`src/rtl/subckt_bist_ctrl_pkg.sv`:
```
// Shared types and constants for the subcircuit BIST sequencer.
package subckt_bist_pkg;

  localparam int unsigned MISR_W       = 16;
  localparam logic [15:0] LFSR_TAPS    = 16'hB400;  // x^16+x^14+x^13+x^11+1 -> bits 15,13,12,10
  localparam logic [15:0] MISR_TAPS    = 16'hB400;
  localparam logic [15:0] DEFAULT_SEED = 16'hACE1;

  typedef enum logic [2:0] {
    S_IDLE,
    S_RUN,
    S_DRAIN,
    S_CMP,
    S_DONE
  } state_t;

  function automatic logic fb16(input logic [15:0] q, input logic [15:0] taps);
    return ^(q & taps);
  endfunction

endpackage

```
`src/rtl/subckt_bist_ctrl_if.sv`:
```
// Scheduler/subcircuit-facing signal bundle of the BIST sequencer.
interface subckt_bist_ctrl_if #(
  parameter int unsigned N_IN = 5
);
  import subckt_bist_pkg::*;

  logic              start;
  logic              abort;
  logic [MISR_W-1:0] golden_sig;
  logic              dut_out;
  logic [N_IN-1:0]   dut_in;
  logic              busy;
  logic              done;
  logic              pass;
  logic [MISR_W-1:0] signature;

  modport master (
    output start, abort, golden_sig, dut_out,
    input  dut_in, busy, done, pass, signature
  );

  modport slave (
    input  start, abort, golden_sig, dut_out,
    output dut_in, busy, done, pass, signature
  );

endinterface

```
`src/rtl/subckt_bist_ctrl_lfsr16.sv`:
```
// Seedable 16-bit Fibonacci shift register; din folds in a serial input (MISR use).
module bist_lfsr16
  import subckt_bist_pkg::*;
#(
  parameter logic [15:0] TAPS    = LFSR_TAPS,
  parameter logic [15:0] RST_VAL = DEFAULT_SEED
) (
  input  logic        clk,
  input  logic        rst_n,
  input  logic        load,
  input  logic [15:0] seed,
  input  logic        en,
  input  logic        din,
  output logic [15:0] q,
  output logic [15:0] nxt_c
);

  always_comb begin
    nxt_c = q;
    if (load) begin
      nxt_c = seed;
    end else if (en) begin
      nxt_c = {q[14:0], fb16(q, TAPS) ^ din};
    end
  end

  always_ff @(posedge clk or negedge rst_n) begin
    if (!rst_n) q <= RST_VAL;
    else        q <= nxt_c;
  end

endmodule

```
`src/rtl/subckt_bist_ctrl.sv`:
```
// BIST sequencer: LFSR stimulus into the subcircuit, MISR compaction of its output,
// golden-signature compare reported through a start/done handshake.
module subckt_bist_ctrl
  import subckt_bist_pkg::*;
#(
  parameter int unsigned N_IN      = 5,
  parameter int unsigned N_PAT     = 256,
  parameter int unsigned LAT       = 2,
  parameter logic [15:0] LFSR_SEED = DEFAULT_SEED
) (
  input logic               I1470,
  input logic               I1477,
  subckt_bist_ctrl_if.slave bus
);

  localparam int unsigned CNT_W = (N_PAT > 1) ? $clog2(N_PAT) : 1;
  localparam int unsigned DRN_W = (LAT > 1) ? $clog2(LAT) : 1;

  state_t            state, state_d;
  logic [CNT_W-1:0]  pat_cnt, pat_cnt_d;
  logic [DRN_W-1:0]  drn_cnt, drn_cnt_d;
  logic [LAT-1:0]    vpipe, vpipe_d;
  logic              tok;
  logic              lfsr_load, lfsr_en, misr_load;
  logic [15:0]       lfsr_q, lfsr_nxt, misr_q, misr_nxt;
  logic [N_IN-1:0]   dut_in_q, dut_in_d;
  logic              busy_q, busy_d, done_q, done_d, pass_q, pass_d;
  logic [MISR_W-1:0] sig_q, sig_d;
  logic              unused_c;

  bist_lfsr16 #(.TAPS(LFSR_TAPS), .RST_VAL(LFSR_SEED)) u_lfsr (
    .clk(I1470), .rst_n(I1477), .load(lfsr_load), .seed(LFSR_SEED),
    .en(lfsr_en), .din(1'b0), .q(lfsr_q), .nxt_c(lfsr_nxt)
  );

  // MISR: advances only when a pattern's response reaches the end of the latency pipe
  bist_lfsr16 #(.TAPS(MISR_TAPS), .RST_VAL(16'h0000)) u_misr (
    .clk(I1470), .rst_n(I1477), .load(misr_load), .seed(16'h0000),
    .en(vpipe[LAT-1]), .din(bus.dut_out), .q(misr_q), .nxt_c(misr_nxt)
  );

  assign unused_c = ^{lfsr_q, lfsr_nxt, misr_nxt};

  always_comb begin
    state_d   = state;
    pat_cnt_d = pat_cnt;
    drn_cnt_d = drn_cnt;
    tok       = 1'b0;
    lfsr_load = 1'b0;
    lfsr_en   = 1'b0;
    misr_load = 1'b0;
    pass_d    = pass_q;
    sig_d     = sig_q;

    case (state)
      S_IDLE: begin
        if (bus.start) begin
          state_d   = S_RUN;
          lfsr_load = 1'b1;
          misr_load = 1'b1;
          pat_cnt_d = '0;
          drn_cnt_d = '0;
          pass_d    = 1'b0;
          sig_d     = '0;
        end
      end
      S_RUN: begin
        lfsr_en   = 1'b1;
        tok       = 1'b1;
        pat_cnt_d = pat_cnt + CNT_W'(1);
        if (pat_cnt == CNT_W'(N_PAT - 1)) begin
          state_d   = S_DRAIN;
          drn_cnt_d = '0;
        end
      end
      S_DRAIN: begin
        drn_cnt_d = drn_cnt + DRN_W'(1);
        if (drn_cnt == DRN_W'(LAT - 1)) state_d = S_CMP;
      end
      S_CMP: begin
        state_d = S_DONE;
        sig_d   = misr_q;
        pass_d  = (misr_q == bus.golden_sig);
      end
      S_DONE:  state_d = S_IDLE;
      default: state_d = S_IDLE;
    endcase

    vpipe_d[0] = tok;
    for (int i = 1; i < int'(LAT); i++) vpipe_d[i] = vpipe[i-1];

    if (bus.abort && (state == S_RUN || state == S_DRAIN || state == S_CMP)) begin
      state_d = S_IDLE;
      vpipe_d = '0;
      pass_d  = 1'b0;
      sig_d   = sig_q;
    end

    // Outputs are registered from the next state so they line up with it
    busy_d   = (state_d == S_RUN) || (state_d == S_DRAIN) || (state_d == S_CMP);
    done_d   = (state_d == S_DONE);
    dut_in_d = (state_d == S_RUN) ? lfsr_nxt[N_IN-1:0] : '0;
  end

  always_ff @(posedge I1470 or negedge I1477) begin
    if (!I1477) begin
      state    <= S_IDLE;
      pat_cnt  <= '0;
      drn_cnt  <= '0;
      vpipe    <= '0;
      dut_in_q <= '0;
      busy_q   <= 1'b0;
      done_q   <= 1'b0;
      pass_q   <= 1'b0;
      sig_q    <= '0;
    end else begin
      state    <= state_d;
      pat_cnt  <= pat_cnt_d;
      drn_cnt  <= drn_cnt_d;
      vpipe    <= vpipe_d;
      dut_in_q <= dut_in_d;
      busy_q   <= busy_d;
      done_q   <= done_d;
      pass_q   <= pass_d;
      sig_q    <= sig_d;
    end
  end

  assign bus.dut_in    = dut_in_q;
  assign bus.busy      = busy_q;
  assign bus.done      = done_q;
  assign bus.pass      = pass_q;
  assign bus.signature = sig_q;

endmodule

```
`src/flat_wrapper.sv`:
```
// flat-port wrapper written by rule: the top's interface ports become plain ports
module subckt_bist_ctrl_flat import subckt_bist_pkg::*;
#(
  parameter int unsigned N_IN      = 5,
  parameter int unsigned N_PAT     = 256,
  parameter int unsigned LAT       = 2,
  parameter logic [15:0] LFSR_SEED = DEFAULT_SEED
)
  (I1470, I1477, bus_start, bus_abort, bus_golden_sig, bus_dut_out, bus_dut_in, bus_busy, bus_done, bus_pass, bus_signature);
  subckt_bist_ctrl_if #(.N_IN(N_IN)) bus_i ();
  input logic I1470;
  input logic I1477;
  input wire logic [$bits(bus_i.start)-1:0] bus_start;
  input wire logic [$bits(bus_i.abort)-1:0] bus_abort;
  input wire logic [$bits(bus_i.golden_sig)-1:0] bus_golden_sig;
  input wire logic [$bits(bus_i.dut_out)-1:0] bus_dut_out;
  output wire logic [$bits(bus_i.dut_in)-1:0] bus_dut_in;
  output wire logic [$bits(bus_i.busy)-1:0] bus_busy;
  output wire logic [$bits(bus_i.done)-1:0] bus_done;
  output wire logic [$bits(bus_i.pass)-1:0] bus_pass;
  output wire logic [$bits(bus_i.signature)-1:0] bus_signature;
  assign bus_i.start = bus_start;
  assign bus_i.abort = bus_abort;
  assign bus_i.golden_sig = bus_golden_sig;
  assign bus_i.dut_out = bus_dut_out;
  assign bus_dut_in = bus_i.dut_in;
  assign bus_busy = bus_i.busy;
  assign bus_done = bus_i.done;
  assign bus_pass = bus_i.pass;
  assign bus_signature = bus_i.signature;
  subckt_bist_ctrl #(.N_IN(N_IN), .N_PAT(N_PAT), .LAT(LAT), .LFSR_SEED(LFSR_SEED)) u_core (.I1470(I1470), .I1477(I1477), .bus(bus_i));
endmodule
```
`config.mk`:
```
export PLATFORM = sky130hd
export DESIGN_NAME = subckt_bist_ctrl_flat
export DESIGN_NICKNAME = d
export VERILOG_FILES = /design/src/rtl/subckt_bist_ctrl_pkg.sv /design/src/rtl/subckt_bist_ctrl_if.sv /design/src/rtl/subckt_bist_ctrl_lfsr16.sv /design/src/rtl/subckt_bist_ctrl.sv /design/src/flat_wrapper.sv
export SDC_FILE = /design/constraint.sdc
export NUM_CORES = 1
export LEC_CHECK = 0
export BUFFER_PORTS_ARGS = -buffer_cell sky130_fd_sc_hd__buf_2
export CAP_MARGIN = 20
export CELL_PAD_IN_SITES_DETAIL_PLACEMENT = 0
export CELL_PAD_IN_SITES_GLOBAL_PLACEMENT = 1
export CORE_MARGIN = 5
export CORE_UTILIZATION = 45
export CTS_CLUSTER_DIAMETER = 120
export DETAILED_ROUTE_END_ITERATION = 16
export GPL_ROUTABILITY_DRIVEN = 1
export PLACE_DENSITY = 0.87
export SLEW_MARGIN = 20
export SYNTH_ARGS = -nofsm -noshare
export SYNTH_HDL_FRONTEND = slang
export SYNTH_SLANG_ARGS = --single-unit
```
`constraint.sdc`:
```
create_clock -name I1470 -period 1.84 [get_ports I1470]
set_input_delay 0.184 -clock I1470 [delete_from_list [all_inputs] [get_ports I1470]]
set_output_delay 0.184 -clock I1470 [all_outputs]
set_load 0.1 [all_outputs]
```
==> impl_metrics.yaml <==
power_and_ir_drop:
  p_sw_mw: 1.895
  switching_share: 0.3842
  report.power.total_mw: 4.933
  pwr-share-seq: 0.431
  pwr-share-comb: 0.340
  power.density_nw_per_um2: 1322
  power.leakage_nw: 1.822
  clockPowerShare: 0.230
  intPower_mw: 3.038
  ir_worst_vdd_mv: 0.6690
yosys:
  synth_async_reset_ratio: 1.000
  synth_largest_type_area_fraction: 0.4872
  cell_with_the_most_instances_after_synthesis: "sky130_fd_sc_hd__dfrtp_1"
  syn-instance-count: 278
  synth-seq-area-share: 0.5532
  synthesis.yosys.warnings: 0
  ys_dominant_reg_cell: "sky130_fd_sc_hd__dfrtp_1"
  count_of_flip_flops_with_a_built_in_enable_after_synthesis: 0
  synth-xor-area-share: 0.07033
  mux_contribution_to_synthesized_area: 0.06326
  synth-compound-area-share: 0.1151
  synth_simple_gate_area_frac: 0.1568
  synth.area.top_cells: "sky130_fd_sc_hd__dfrtp_1 49%, sky130_fd_sc_hd__dfstp_2 6.6%, sky130_fd_sc_hd__a22o_1 6.1%"
  synth_area_leader_cell: "sky130_fd_sc_hd__dfrtp_1"
  synth_top_family_by_area: "simple AND/OR/NAND/NOR gates"
  yosysUniqueCellTypes: 46
  post_synth_fa_ha_maj_area_fraction: 0.003929
  cell_area_after_synthesis_sq_um: 3184
  yosys_register_bits: 70
  synth.cells.most_frequent: "62 x sky130_fd_sc_hd__dfrtp_1, 30 x sky130_fd_sc_hd__nand2_1, 23 x sky130_fd_sc_hd__nor2_1"
  nets_in_the_synthesized_netlist: 300
  syn_avg_cell_area_sq_um: 11.45
placement:
  post-dp-hpwl_microns: 4448
  place_worst_setup_slack_ns: 0.04693
  place_inst: 413
  gp_congestion: 0.7734
  numPortBuffers: 44
global_route:
  largest_net_degree_at_the_start_of_global_routing: 71
  track_usage: 0.1622
  first_global_vias: 2270
  globalRouteOverflowTotal: 0
  antenna_found_initial: 0
  wire_length_of_the_first_global_routing_pass_microns: 11290
sta:
  worstMarginPinSlew_ns: 0.6094
  final.min_clock_period_ns: 1.739
  finalMaxSlewViolations: 0
  finalHoldViolCount: 0
  slew-limit-headroom: 0.5923
  finalWorstSetupSlack_ns: 0.1014
  fmaxAchievable_mhz: 575.2
  setup_tns_ns: 0
  grt_setup_unrepaired: "false"
  layout_worst_path_cycle_share: 0.9449
  worst_clock_skew_ns: 0.01093
  setup-violations-final: 0
cells_and_area:
  layout.nets: 351
  diodes: 0
  post_route_cells_drive_above_1_share: 0.2874
  area.growth.synth_to_final_pct: 17.17
  finalNonFillerCells: 430
  fillers: 616
min_path:
  min-delay-path-class: "in -> reg"
routing:
  totalWireLength_microns: 6593
  drt-wirelength-per-cell_microns: 15.33
  antenna_left: 0
  detail_route.iter0.violations: 93
  drt-vias-per-instance: 5.167
  detail_route.first_pass.iterations: 4
  via_count: 2222
  drcViolationCount: 0
die:
  number_of_top_level_design_ports: 45
  die_height_microns: 94.12
  fp-row-count: 30
  floorplan.initialDensity: 0.4661
  fp.dieArea_sq_um: 8859
  fp.dieW_microns: 94.12
  core_sq_um: 6832
setup_path:
  crit_path_start_kind: "register"
  crit_path_end_kind: "register"
  path_class: "reg -> reg"
  required_time_at_the_endpoint_of_the_critical_path_ns: 2.04
  crit_path_max_fanout: 5
  reg2reg_slack_ns: 0.10
  worst_ep_arrival_time_ns: 1.94
clock_tree:
  clockBufferDepth: 2
  cts_inserted_buffers: 9
  cts_htree_levels: 3
  master_cell_of_the_clock_root_buffer: "sky130_fd_sc_hd__clkbuf_8"
  clkSinkCount: 70
  cts.reportedPaths.clkPinSlew_ns: 0.08
  tritoncts: "yes"
  insertion_delay_ns: 0.34
  post_cts_buffers: 0
run:
  max-cap-violations: 0
outcome:
  outcome: "finished, final reports clean"
## power groups by stage
| stage | registers (mW) | clock network (mW) | logic (mW) |
|---|---|---|---|
| after CTS | 2.12 | 1.17 | 1.69 |
| final | 2.12 | 1.13 | 1.68 |
| after global placement | 2.14 | 0 | 1.65 |
| after floorplan | 2.39 | 0 | 1.07 |
| after detailed placement | 2.14 | 0 | 1.69 |
| after global routing | 2.17 | 1.22 | 1.85 |
## final cells by class
class | count | area [sq um] | share of cell area
tap | 96 | 120.1 | 0.03219
inverter | 3 | 11.26 | 0.003018
clock buffer | 10 | 137.6 | 0.03689
timing repair buffer | 58 | 340.3 | 0.09121
multi-input combinational | 187 | 1315 | 0.3524
sequential | 70 | 1762 | 0.4722
clock inverter | 6 | 45.04 | 0.01207
## routing by layer
| metal | GRT usage | vias up | routed length (microns) |
|---|---|---|---|
| li1 | - | 1072 | - |
| met1 | 0.2407 | 1101 | 3118 |
| met2 | 0.2348 | 43 | 3109 |
| met3 | 0.03606 | 6 | 290 |
| met4 | 0.05054 | 0 | 74 |
| met5 | 0 | - | 0 |
## per-stage QoR
| stage | utilization | instance area [sq um] | hold WS [ns] |
|---|---|---|---|
| global route | 0.5462 | 3731 | 0.1652 |
| floorplan | - | 3184 | -0.1116 |
| global placement | 0.5163 | 3527 | 0.2311 |
| CTS | 0.5445 | 3720 | 0.1335 |
| finish | 0.5462 | 3731 | 0.1662 |
| detailed placement | 0.5163 | 3527 | 0.2391 |
## logic make-up (layout without fill, tap and decap cells)
group / after synthesis / in the layout
and+or+nand+nor: 96 / 96
DFF: 70 / 70
AOI/OAI and AO/OA: 46 / 46
xor gates and xnor gates: 24 / 24
buffers and inverters: 21 / 77
muxes: 20 / 20
adders and majority gates: 1 / 1
## critical path, stage by stage, from the launching register on
cell	delay [ns]
sky130_fd_sc_hd__dfrtp_1	0.41
sky130_fd_sc_hd__ha_2	0.22
sky130_fd_sc_hd__and4_2	0.27
sky130_fd_sc_hd__nand4_1	0.19
sky130_fd_sc_hd__a211oi_4	0.41
sky130_fd_sc_hd__nor3b_1	0.10
## placed cells by master (no fill, tap or decap), drive strengths merged, types with 2 or more instances in the layout
master,count
xor2,18
a22o,22
clkinvlp,3
a211oi,2
nor3,8
nand3,13
nand4,2
clkbuf,10
mux2i,19
o21ai,7
nor3b,6
nor4,3
buf,57
nand2,30
dfstp,8
nor2,23
nor4b,2
a21oi,7
xnor2,5
dfrtp,62
inv,5
nand2b,3
## flip-flops by register name, indices dropped and copies added (netlist names)
register / cells
u_core.bus.dut_in: 5
u_core.u_lfsr.q: 16
u_core.drn_cnt: 1
u_core.bus.busy: 1
u_core.bus.done: 1
u_core.state: 3
u_core.bus.signature: 16
u_core.bus.pass: 1
u_core.pat_cnt: 8
u_core.vpipe: 2
u_core.u_misr.q: 16
## timing repair
action,4_1_cts,5_1_grt
endpoints found under the setup margin,0,5
hold buffers,1,0
resized for setup,0,3
endpoints found under the hold margin,62,0
## worst paths after layout
path,startpoint,end,cells after the start
worst max-delay path,u_core.pat_cnt[1],u_core.bus.dut_in[4],5
worst min-delay path,bus_abort,u_core.state[1],2
worst max register to register,u_core.pat_cnt[1],u_core.bus.dut_in[4],5
worst min register to register,u_core.vpipe[0],u_core.vpipe[1],1
max in group asynchronous,I1477,u_core.u_lfsr.q[6],3
min in group asynchronous,I1477,u_core.u_lfsr.q[14],3
No activity file was read; power rests on OpenSTA's default activity.
